### src/rtl/mdr_asm_pkg.sv
// Shared types, lane mapping and parameter defaults for the MDR byte-to-word assembler.
package mdr_asm_pkg;

   localparam int DEF_BYTE_W = 8;
   localparam int DEF_BYTES  = 2;
   localparam int DEF_ADDR_W = 16;

   typedef enum logic {
      COLLECT = 1'b0,
      HOLD    = 1'b1
   } asm_state_t;

   // Byte idx of a word lands in lane idx, or mirrored from the top when big-endian.
   function automatic int unsigned lane_index(input int unsigned idx,
                                              input logic        be,
                                              input int unsigned bytes);
      return be ? (bytes - 1 - idx) : idx;
   endfunction

endpackage

### src/rtl/mdr_addr_counter.sv
// Word address register: load beats increment, increment wraps modulo 2^ADDR_W.
// Updates on the same edge as load/inc; no backpressure.
module mdr_addr_counter #(
   parameter int ADDR_W = 16
) (
   input  logic              clk,
   input  logic              rst,
   input  logic              load,
   input  logic [ADDR_W-1:0] load_val,
   input  logic              inc,
   output logic [ADDR_W-1:0] addr
);

   always_ff @(posedge clk) begin
      if (rst)       addr <= '0;
      else if (load) addr <= load_val;
      else if (inc)  addr <= addr + ADDR_W'(1);
   end

endmodule

### src/rtl/mdr_word_assembler.sv
// Packs BYTES bytes into a word (optional big-endian via MDR_ASM_ENDIAN_EN); word valid the edge after the last byte/flush.
// Stalls input (in_ready=0) while a word is held awaiting out_ready; one word per BYTES+1 cycles.
module mdr_word_assembler
   import mdr_asm_pkg::*;
#(
   parameter int BYTE_W = DEF_BYTE_W,
   parameter int BYTES  = DEF_BYTES,
   parameter int ADDR_W = DEF_ADDR_W,
   localparam int WORD_W = BYTE_W * BYTES,
   localparam int CNT_W  = $clog2(BYTES + 1)
) (
   input  logic              clk,
   input  logic              rst,
   input  logic [BYTE_W-1:0] in_byte,
   input  logic              in_valid,
   output logic              in_ready,
`ifdef MDR_ASM_ENDIAN_EN
   input  logic              big_endian,
`endif
   input  logic              flush,
   output logic [WORD_W-1:0] out_word,
   output logic [CNT_W-1:0]  out_count,
   output logic              out_valid,
   input  logic              out_ready,
   input  logic              addr_load,
   input  logic [ADDR_W-1:0] addr_in,
   output logic [ADDR_W-1:0] addr
);

   localparam int IDX_W = $clog2(BYTES);
   localparam logic [IDX_W-1:0] IDX_LAST = IDX_W'(BYTES - 1);

   asm_state_t        state;
   logic [IDX_W-1:0]  idx;
   logic [WORD_W-1:0] asm_reg;
   logic [WORD_W-1:0] next_word;
   logic              be_eff;
   int unsigned       lane;
   logic              handshake;

`ifdef MDR_ASM_ENDIAN_EN
   logic be_q;

   // Endianness is latched with the first byte so mid-word toggles are harmless.
   assign be_eff = (idx == '0) ? big_endian : be_q;

   always_ff @(posedge clk) begin
      if (rst)                                           be_q <= 1'b0;
      else if (state == COLLECT && in_valid && idx == '0) be_q <= big_endian;
   end
`else
   assign be_eff = 1'b0;
`endif

   assign in_ready  = (state == COLLECT);
   assign handshake = (state == HOLD) && out_ready;

   always_comb begin
      lane      = lane_index(32'(idx), be_eff, BYTES);
      next_word = asm_reg;
      for (int k = 0; k < BYTES; k++) begin
         if (k == int'(lane)) next_word[k*BYTE_W +: BYTE_W] = in_byte;
      end
   end

   always_ff @(posedge clk) begin
      if (rst) begin
         state     <= COLLECT;
         idx       <= '0;
         asm_reg   <= '0;
         out_word  <= '0;
         out_count <= '0;
         out_valid <= 1'b0;
      end else begin
         case (state)
            COLLECT: begin
               if (in_valid) begin
                  if (idx == IDX_LAST || flush) begin
                     out_word  <= next_word;
                     out_count <= CNT_W'(idx) + CNT_W'(1);
                     out_valid <= 1'b1;
                     state     <= HOLD;
                  end else begin
                     asm_reg <= next_word;
                     idx     <= idx + IDX_W'(1);
                  end
               end else if (flush && idx != '0) begin
                  out_word  <= asm_reg;
                  out_count <= CNT_W'(idx);
                  out_valid <= 1'b1;
                  state     <= HOLD;
               end
            end
            HOLD: begin
               if (out_ready) begin
                  out_valid <= 1'b0;
                  idx       <= '0;
                  asm_reg   <= '0;
                  state     <= COLLECT;
               end
            end
            default: state <= COLLECT;
         endcase
      end
   end

   mdr_addr_counter #(.ADDR_W(ADDR_W)) u_addr (
      .clk      (clk),
      .rst      (rst),
      .load     (addr_load),
      .load_val (addr_in),
      .inc      (handshake),
      .addr     (addr)
   );

endmodule

### config.mk
export PLATFORM = sky130hd
export DESIGN_NAME = mdr_word_assembler
export DESIGN_NICKNAME = d
export VERILOG_FILES = /design/src/rtl/mdr_asm_pkg.sv /design/src/rtl/mdr_addr_counter.sv /design/src/rtl/mdr_word_assembler.sv
export SDC_FILE = /design/constraint.sdc
export NUM_CORES = 1
export LEC_CHECK = 0
export BUFFER_PORTS_ARGS = -buffer_cell sky130_fd_sc_hd__buf_2
export CAP_MARGIN = 10
export CELL_PAD_IN_SITES_DETAIL_PLACEMENT = 0
export CELL_PAD_IN_SITES_GLOBAL_PLACEMENT = 2
export CORE_MARGIN = 5
export CORE_UTILIZATION = 30
export DETAILED_ROUTE_END_ITERATION = 6
export GPL_ROUTABILITY_DRIVEN = 1
export PLACE_DENSITY = 0.75
export SLEW_MARGIN = 15
export SYNTH_ARGS = -nofsm -noshare
export SYNTH_HDL_FRONTEND = slang
export SYNTH_SLANG_ARGS = --single-unit
### constraint.sdc
create_clock -name clk -period 1.5 [get_ports clk]
set_input_delay 0.3 -clock clk [delete_from_list [all_inputs] [get_ports clk]]
set_output_delay 0.3 -clock clk [all_outputs]
set_load 0.01 [all_outputs]
# --- After elaboration in Yosys (flattened, before gate mapping) ---
# Cells that the tools add are included.
# Widths: inputs -> output; s select.
classes:
  bitwise_logic: 1
  eq_ne: 6
  n_reduce_logical: 9
  muxes: 27
  n_addsub: 3
ops:
  columns: ["cell", "count"]
  rows:
  - ["$mux 16", 8]
  - ["$logic_not 32->1", 1]
  - ["$pmux 16 s2", 1]
  - ["$add 16x1->16 const B", 1]
  - ["$mux 8", 2]
  - ["$mux 1", 10]
  - ["$reduce_and 3->1", 3]
  - ["$mux 2", 3]
  - ["$ne 2x2->1 const B", 3]
  - ["$ne 3x2->1 const B", 2]
  - ["$pmux 1 s2", 3]
  - ["$reduce_bool 2->1", 2]
  - ["$add 1x1->2 const B", 1]
  - ["$logic_and 1x1->1", 2]
  - ["$ne 2x1->1 const B", 1]
  - ["$add 1x1->1 const B", 1]
  - ["$logic_or 1x1->1", 1]
  - ["$not 1->1", 1]
word_totals:
  word_cells: 53
  register_bits: 53
  input_bits: 30

# --- Logic depth before layout (Yosys ltp) ---
logic_depth:
  word_depth: 5
  ltp_mapped: 6
  depth_no_buf: 5

# --- Modules after synthesis ---
# Synthesis repeated with hierarchy kept, for this count alone.
hier_totals:
  cells_unflattened: 262
  area_unflattened_um2: 2499.9
by_module_without_submodules:
  columns: ["mod", "instances", "cells_each", "area_per_inst_um2"]
  rows:
  - ["mdr_word_assembler", 1, 150, 1515.2]
  - ["mdr_addr_counter", 1, 112, 984.7]

# --- Worst setup path after synthesis ---
# Ideal clock, no wire load.
synth_timing:
  path_kind: "reg2reg"
  start: "register u_addr.addr[0]"
  end: "register u_addr.addr[6]"
  stages_incl_launch_ff: 5
  required_ns: 1.409
  n_path_buf: 0
  arrival_time_ns: 1.384
  slack_ns: 0.025
  path_cell_list: "dfxtp_1 > ha_1 > nand4_4 > or3_1 > a311oi_1"
synth_via:
  elab_chain_cells: 3
synth_rtl:
  columns: ["item", "line_no", "source"]
  rows:
  - ["start, declared", "mdr_addr_counter.sv:11", "output logic [ADDR_W-1:0] addr"]
  - ["start signal, assigned", "mdr_addr_counter.sv:16", "else if (load) addr <= load_val;"]
  - ["start signal, assigned", "mdr_addr_counter.sv:17", "else if (inc) addr <= addr + ADDR_W'(1);"]
  - ["$add 16x1->16", "mdr_addr_counter.sv:17", null]
  - ["$mux 16", "mdr_addr_counter.sv:17", null]
  - ["$mux 16", "mdr_addr_counter.sv:16", null]
# No other way between the ends. The select of a mux whose other input is x is not followed.
# A chain may end at the register's enable or synchronous reset.

# --- Worst setup path in the final report ---
layout_timing:
  start: "register u_addr.addr[6]"
  end: "register u_addr.addr[13]"
# Same word-level chain as after synthesis.

==> flow_summary.yaml <==
worst_setup_path:
  worst_setup_path_end_kind: "register"
  crit_fanout: 8
  slowest_stage: "dfxtp_1"
  worst_path_largest_cell_delay_ns: 0.42
  cp.arrival_ns: 1.66
  crit_path_cell_trace: "nand4_4, nor4_1, nor3_1, nor4_2"
  critPathKind: "reg2reg"
  r2r-start: "u_addr.addr[6]"
  crit_required_ns: 1.73
  r2r_slack_ns: 0.07
  crit_start: "u_addr.addr[6]"
  start_kind: "register"
timing:
  clock.fmax_mhz: 697
  min_period_ns: 1.43
  setup_viol: 0
  hold_viol: 0
  finClkSkew_ns: 0.00642
  relSlewSlack_pct: 59.1
  tightest_slew_ns: 0.614
  rsz0062_at_grt: "yes"
  min_period_over_period_pct: 95.6
  finalSetupTns_ns: 0
  final_max_slew_viol_count: 0
  hold-worst-slack_ns: 0.248
die:
  die_x_um: 99.6
  die_y_um: 99.6
  initial_core_util_pct: 31.0
  rows: 32
  boundaryPins: 66
  core_sq_um: 7770
  die_area_sq_um: 9910
grt:
  grt_pass1_vias: 2179
  overflow: 0
  grt_max_degree: 36
  antenna_found_initial: 1
  gr-usage-all-layers_pct: 13.8
  grt_pass1_wl_um: 11000
route:
  drc: 0
  wl_per_cell_um: 14.5
  routed_wl_um: 6570
  drtAntennaViolNets: 0
  drt_iter0_markers: 72
  vias: 2181
  vias_per_cell: 4.83
  dr.pass1.iters: 4
run_status:
  status: "finished, final reports clean"
clocking:
  numCtsBuffers: 5
  cts_tree: "built"
  clk_latency_ns: 0.31
  path_clk_slew_ns: 0.10
  clock-sinks: 53
  post_cts_buffers: 0
  cts_buffer_depth: 2
  holdBufCountCts: 0
  cts_max_level: 2
  root_buffer: "clkbuf_8"
logic_synthesis:
  muxShareOfSynthArea_pct: 4.16
  ys_seq_elements: 53
  syn_area_per_cell_sq_um: 8.94
  syn-num-nets: 301
  synthAdderAreaFrac_pct: 1.04
  synth-compound-area-share_pct: 15.6
  yosysWarnings: 0
  synth_top_family_by_area: "simple AND/OR/NAND/NOR gates"
  ys_types: 41
  ys_seq_area_share_pct: 44.1
  synth_simple_gate_area_share_pct: 26.3
  syn_area_sq_um: 2410
  synth_xor_area_share_pct: 4.00
  synthCells: 269
finish:
  fin_area_sq_um: 3100
  utilization_pct: 39.9
  seq_area_sq_um: 1060
  layout-drive-gt1-share_pct: 33.7
  num-nets-final: 381
  diodes: 0
  multi_input_area_sq_um: 1240
  final.fill_count: 826
  syn2layout_area_growth_pct: 28.7
  mostFrequentLayoutCell: "buf_2"
  layout_common_cells: "65 x buf_2, 50 x dfxtp_1, 33 x nor2_1"
job:
  max-cap-violations: 0
placement:
  hpwlAfterDp_um: 4860
  dpl_cell_area_sq_um: 2980
  io_buffer_count: 65
  place_congestion: 0.784
power:
  p_total_mw: 3.00
  p_leak_nw: 1.26
  peakVddDrop_uv: 524
  p_per_area_nw_per_um2: 968
min_path:
  min_path_type: "in2reg"
  worstHoldStart: "addr_in[0]"
-- critical path, delay by kind of cell, from the launching register on --
family	cells	cell delay, ns
simple gates	4	0.94
flops	1	0.42
-- layer usage --
layer	vias up	routed length [um]	GRT usage [%]
li1	1113	-	-
met1	1011	2960	17.3
met2	48	3160	23.1
met3	7	394	4.56
met4	2	54	2.84
met5	-	7	0
-- cell type report --
class | count | share of cell area (%)
clock inverters | 3 | 0.808
well taps | 102 | 4.12
multi-input cells | 189 | 40.1
clock buffers | 5 | 2.22
repair buffers | 91 | 17.2
inverters | 9 | 1.09
flip-flops and latches | 53 | 34.4
-- timing repair --
| item | in CTS | in global routing |
|---|---|---|
| endpoints found under the hold margin | 0 | 0 |
| endpoints found under the setup margin | 2 | 17 |
| resized for setup | 3 | 3 |
| pin swaps | 1 | 2 |
-- Yosys cell counts (all sizes together) --
cell type / instances / area (sq um)
a211oi: 16 / 135
a21oi: 17 / 88.8
a311oi: 11 / 96.3
a31oi: 1 / 6.26
and2: 9 / 56.3
and3: 1 / 6.26
and4: 1 / 8.76
buf: 8 / 43.8
clkbuf: 10 / 38.8
clkinv: 1 / 3.75
dfxtp: 53 / 1060
ha: 2 / 25.0
inv: 8 / 30.0
mux2i: 10 / 100
nand2: 20 / 77.6
nand3: 22 / 110
nand3b: 8 / 60.1
nand4: 4 / 61.3
nor2: 33 / 124
nor2b: 1 / 6.26
nor3: 5 / 30.0
nor4: 6 / 71.3
o21a: 1 / 7.51
o21ai: 5 / 25.0
o21bai: 1 / 7.51
o31a: 1 / 8.76
or2b: 1 / 7.51
or3: 2 / 12.5
xnor2: 11 / 96.3
-- worst paths after layout --
path	endpoint	cells after the start
max	u_addr.addr[13]	4
min	u_addr.addr[0]	3
max reg2reg	u_addr.addr[13]	4
min reg2reg	asm_reg[11]	1
-- report_power, final --
part	switching, mW	internal [mW]	total, mW	leakage, nW
sequential	0.0621	1.50	1.56	0.436
combinational	0.320	0.261	0.581	0.783
clock	0.514	0.338	0.852	0.0447
total	0.896	2.10	3.00	1.26
-- per-stage QoR --
stage          worst slack (ns)  std cells
2_1_floorplan            0.0251        269
3_3_place_gp             0.0589        444
3_5_place_dp            -0.0305        444
4_1_cts                  0.0259        452
5_1_grt                 -0.0473        452
6_report                 0.0663        452
-- cell families (layout without fill, tap and decap cells) --
group           after synthesis  in the layout
buf+inv                      27            108
fa+ha+maj                     2              2
simple gates                113            113
xor+xnor                     11             11
flops                        53             53
compound gates               53             53
mux                          10             10
Power figures use the tool's default switching activity.
